## src/rtl/deserializer.sv

```systemverilog
// Serial-to-parallel word assembler, LSB first, with a one-word holding register.
// Optional sticky drop flag enabled by defining DESERIALIZER_OVERRUN_EN.
module deserializer #(
  parameter int WIDTH = 32
) (
  input  logic             clk,
  input  logic             reset,
  input  logic             I,
  input  logic             I_en,
  input  logic             sync,
  output logic [WIDTH-1:0] O,
  output logic             O_valid,
  input  logic             O_ready
`ifdef DESERIALIZER_OVERRUN_EN
  ,
  output logic             overrun,
  input  logic             overrun_clr
`endif
);

  localparam int CW = (WIDTH > 2) ? $clog2(WIDTH) : 1;
  localparam logic [CW-1:0] LAST = CW'(WIDTH - 1);

  // Only the upper WIDTH-1 shift bits are ever read back.
  logic [WIDTH-2:0] sh;
  logic [CW-1:0]    cnt;
  logic [WIDTH-1:0] word;
  logic             done;
  logic             free;
  logic             drop;

  always_comb begin
    word = {I, sh};
    done = I_en && !sync && (cnt == LAST);
    free = !O_valid || O_ready;
    drop = done && !free;
  end

  always_ff @(posedge clk or negedge reset) begin
    if (!reset) begin
      sh  <= '0;
      cnt <= '0;
    end else if (sync) begin
      cnt <= I_en ? CW'(1) : '0;
      if (I_en) sh <= word[WIDTH-1:1];
    end else if (I_en) begin
      sh  <= word[WIDTH-1:1];
      cnt <= done ? '0 : cnt + CW'(1);
    end
  end

  always_ff @(posedge clk or negedge reset) begin
    if (!reset) begin
      O       <= '0;
      O_valid <= 1'b0;
    end else if (done && free) begin
      O       <= word;
      O_valid <= 1'b1;
    end else if (O_valid && O_ready) begin
      O_valid <= 1'b0;
    end
  end

`ifdef DESERIALIZER_OVERRUN_EN
  always_ff @(posedge clk or negedge reset) begin
    if (!reset)           overrun <= 1'b0;
    else if (drop)        overrun <= 1'b1;
    else if (overrun_clr) overrun <= 1'b0;
  end
`else
  logic unused_drop;
  assign unused_drop = drop;
`endif

endmodule

```

## config.mk

```make
export PLATFORM = sky130hd
export DESIGN_NAME = deserializer
export DESIGN_NICKNAME = d
export VERILOG_FILES = /design/src/rtl/deserializer.sv
export SDC_FILE = /design/constraint.sdc
export NUM_CORES = 1
export LEC_CHECK = 0
export ABC_AREA = 1
export BUFFER_PORTS_ARGS = -buffer_cell sky130_fd_sc_hd__buf_2
export CORE_MARGIN = 2
export CORE_UTILIZATION = 50
export CTS_CLUSTER_SIZE = 14
export DETAILED_ROUTE_END_ITERATION = 10
export GPL_ROUTABILITY_DRIVEN = 0
export PLACE_DENSITY_LB_ADDON = 0.12
export SYNTH_ARGS = -nofsm -noshare
export SYNTH_HDL_FRONTEND = slang
export SYNTH_SLANG_ARGS = --single-unit
```

## constraint.sdc

```tcl
create_clock -name clk -period 4.5 [get_ports clk]
set_input_delay 0.9 -clock clk [delete_from_list [all_inputs] [get_ports clk]]
set_output_delay 0.9 -clock clk [all_outputs]
set_load 0.02 [all_outputs]
```

# --- Yosys cells after proc, flatten, opt, wreduce, memory -nomap -nowiden ---
# Index checks and enable logic that the tools add are counted.
# W data, S select, Z words.
op_classes:
  n_addsub: 1
  eq_ne: 1
  muxes: 6
  reduce_logical: 9
op_table:
  columns: ["cell", "n"]
  rows:
  - ["$mux W5", 3]
  - ["$add A5 B1 Y5 const B", 1]
  - ["$eq A5 B5 Y1 const B", 1]
  - ["$logic_and A1 B1 Y1", 4]
  - ["$reduce_bool A2 Y1", 2]
  - ["$mux W1", 3]
  - ["$logic_not A1 Y1", 2]
  - ["$logic_or A1 B1 Y1", 1]
word_totals:
  register_bits: 69
  in_bits: 6
  elab_cells: 21

# --- Logic depth before layout (Yosys ltp) ---
logic_depth:
  word_depth: 6
  ltp_mapped: 9
  ltp_nobuf: 8

# --- Least setup slack after synthesis ---
# OpenSTA, ideal clock, no wires.
synth_timing:
  path_kind: "in2reg"
  start: "input port I_en"
  end: "register O[10]"
  setup_ns: 0.117
  t_arrival_ns: 1.529
  required_ns: 4.383
  slack_ns: 2.853
  cell_stages: 7
  path_buffers: 2
  cell_sequence: "buf_4 -> inv_4 -> nor2_8 -> nand3_4 -> buf_6 -> nand2_1 -> nand2_1"
synth_between:
  elab_chain_len: 3
synth_lines:
  columns: ["element", "line_no", "rtl"]
  rows:
  - ["from (decl)", "9", "input logic I_en,"]
  - ["$logic_and A1 B1 Y1 (2 in series)", "34", "done = I_en && !sync && (cnt == LAST);"]
  - ["$logic_and A1 B1 Y1", "56", "end else if (done && free) begin"]
  - ["to (signal assigned)", "57", "O <= word;"]
  - ["to (decl)", "11", "output logic [WIDTH-1:0] O,"]
# Every way passes these cells.
# A chain may end at the register's enable or synchronous reset.

# --- Worst setup path in the final report ---
layout_timing:
  start: "input port I_en"
  end: "register O[14]"
# The elaborated chain is that of the path after synthesis.

==> impl_summary.log <==
INFO  metric run_status = completed
INFO  metric relSlewSlack = 47.6%
INFO  metric finalSetupViolations = 0
INFO  metric p_leak = 1.87 nW
INFO  metric first_global_vias = 1963
INFO  metric num-nets-final = 352
INFO  metric worstSetupEndpointType = flip-flop
INFO  metric post_drt_via_cell_ratio = 4.81
INFO  metric die_height = 79.3 um
INFO  metric grt_remaining_overflow = 0
INFO  metric post_synth_main_area_contributors = sky130_fd_sc_hd__dfrtp_1 61%, sky130_fd_sc_hd__nand2_1 22%, sky130_fd_sc_hd__nand3_1 5.1%
INFO  metric timing.critical_path.fanout_max = 35
INFO  metric drc_errors = 0
INFO  metric detailedPlace.worstSlack = 1910 ps
INFO  metric fmaxAchievable = 0.452 GHz
INFO  metric post-cts-setup-buffer-count = 0
INFO  metric rows = 27
INFO  metric worst_path_largest_cell_delay = 500 ps
INFO  metric hpwl = 3200 um
INFO  metric numCtsBuffers = 9
INFO  metric drt_first_iter_violations = 152
INFO  metric antenna-diode-count = 0
INFO  metric cellPowerDensity = 385 mW/mm^2
INFO  metric grt_pass1_wl = 9190 um
INFO  metric layout_worst_path_cycle_share = 49.1%
INFO  metric postLayoutSetupSlackWorst = 2290 ps
INFO  metric post_cts_hold_buffer_count = 0
INFO  metric total_count_of_hold_check_failures_in_the_final_report = 0
INFO  metric cts_max_path_buffers = 2
INFO  metric core_area = 0.00551 mm^2
INFO  metric post_synth_instance_area = 0.00284 mm^2
INFO  metric critical-path-top-cell-by-count = sky130_fd_sc_hd__nand2_1
INFO  metric floorplan_die_width = 79.3 um
INFO  metric drtAntennaViolNets = 0
INFO  metric post_cts_resize_count = 0
INFO  metric critical_path.slowest_cell = sky130_fd_sc_hd__buf_2
INFO  metric synthCells = 309
INFO  metric floorplan.initialDensity = 51.5%
INFO  metric final_core_util = 57.9%
INFO  metric port_buffers = 38
INFO  metric worst_skew_pair.late_latency = 340 ps
INFO  metric cts_tree = yes
INFO  metric path_cells = buf_2 -> inv_4 -> nor2_8 -> nand3_4 -> nand2_1 -> nand2_1
INFO  metric yosys_register_bits = 69
INFO  metric clkSlewWorstSetupHoldPaths = 70 ps
INFO  metric worst_clock_skew = 6.52 ps
INFO  metric floorplan.die_area = 0.00629 mm^2
INFO  metric report.power.total = 1.23 mW
INFO  metric post_layout_nonfiller_instances = 421
INFO  metric synth_area_per_cell = 9.18 um^2
INFO  metric finalWorstPathRequiredPeriod = 2210 ps
INFO  metric grt_setup_unrepaired = false
INFO  metric detailroute.via_count = 2027
INFO  metric antenna_found_initial = 0
INFO  metric yosys.area.top_type = sky130_fd_sc_hd__dfrtp_1
INFO  metric actual_transition_at_the_worst_max_transition_pin = 785 ps
INFO  metric final.fill_count = 483
INFO  metric hold_removal_path_class = flip-flop to flip-flop
INFO  metric final_layout_size_suffix_gt1_share = 19.2%
INFO  metric critPathRequiredTime = 4720 ps
INFO  metric synthDominantCellAreaShare = 60.9%
INFO  metric cts_max_level = 3
INFO  metric drt_pass1_iterations = 4
INFO  metric area.growth.synth_to_final = 12.4%
INFO  metric most_common_cell_after_layout_fill_and_taps_aside = sky130_fd_sc_hd__nand2_1
INFO  metric final_routed_wirelength_across_all_metal_layers = 5150 um
INFO  metric critical_path_class = input pin to flip-flop
INFO  metric peak_vdd_ir = 189 uV
INFO  metric yosys.cell_types.count = 22
INFO  metric global_route.usage.total = 18.9%
INFO  metric yosysSeqAreaShare = 60.9%
INFO  metric numClockSinks = 69
INFO  metric ys_warn_count = 0
INFO  metric timing_max_transition_violations_final = 0
INFO  metric clock_tree_root_buffer_cell = sky130_fd_sc_hd__clkbuf_8
INFO  metric total_placed_cells_including_tap_cells = 405
INFO  metric start_kind = input pin
INFO  metric max_cap_viol_count = 0
INFO  metric layout.cells.most_common_list = 163 x sky130_fd_sc_hd__nand2_1, 69 x sky130_fd_sc_hd__dfrtp_1, 38 x sky130_fd_sc_hd__buf_2, 29 x sky130_fd_sc_hd__nand3_1, 11 x sky130_fd_sc_hd__clkbuf_8
INFO  metric grt_max_degree = 36
INFO  metric post_drt_wl_per_cell = 12.2 um
INFO  metric pin_count = 39
INFO  metric syn_nets = 317
INFO  metric fin_setup_tns = 0 ps
INFO  metric worst_path_arrival_time = 2430 ps
synthesized netlist by cell type (all sizes together):
cell type	n
a21oi	1
buf	13
clkbuf	3
dfrtp	69
ha	2
inv	7
nand2	164
nand3	35
nand4	1
nor2	8
o21ai	5
xnor2	1
worst paths after layout:
check | startpoint | endpoint | slack (ps) | cells past startpoint
max | I_en | O[14] | 2290 | 6
min | O[6] | O[6] | 470 | 2
max reg2reg | cnt[0] | O[26] | 2430 | 8
min reg2reg | O[6] | O[6] | 470 | 2
max in group asynchronous | reset | sh[19] | 2920 | 2
min in group asynchronous | reset | cnt[3] | 640 | 1
layout make-up:
type | instances | area, um^2 | share of cell area, %
tap | 72 | 90.1 | 2.83
inverter | 7 | 28.8 | 0.903
timing repair buffer | 40 | 205 | 6.44
sequential | 69 | 1730 | 54.2
clock inverter | 4 | 22.5 | 0.706
clock buffer | 12 | 155 | 4.87
multi-input combinational | 217 | 960 | 30.1
metrics by stage:
| step | hold slack [ps] | cell area [um^2] |
|---|---|---|
| after floorplan | 443 | 2840 |
| after global placement | 459 | 3010 |
| after detailed placement | 460 | 3010 |
| after CTS | 478 | 3190 |
| after global routing | 508 | 3190 |
| final | 471 | 3190 |
report_power, final:
group	leakage (nW)	internal, mW	switching, mW
combinational	0.832	0.0252	0.0485
sequential	0.943	0.665	0.0393
clock	0.0921	0.227	0.221
worst max-delay path, delay by kind of cell:
kind	cells	cell delay, ps
buffers and inverters	2	790
AND/OR/NAND/NOR	4	730
registers in the layout (all words and copies together), names as in the netlist:
name and count:
O_valid 1, cnt 5, O 32, sh 31
logic make-up after synthesis:
kind of cell | Yosys count | synth area share (%)
buffers and inverters | 23 | 5.25
AND/OR/NAND/NOR | 208 | 31.6
flip-flops | 69 | 60.9
adder cells (fa/ha/maj) | 2 | 0.882
XOR/XNOR | 1 | 0.309
AO/OA/AOI/OAI | 6 | 1.06
routing by layer:
layer	GRT usage, %	part of all wire (%)	routed length, um
met1	26.8	51	2620
met3	4.77	3.7	193
met2	27.9	45	2300
met4	7.76	0.62	32
met5	0	0	0
Note: power is estimated with default switching activity, not from simulation.
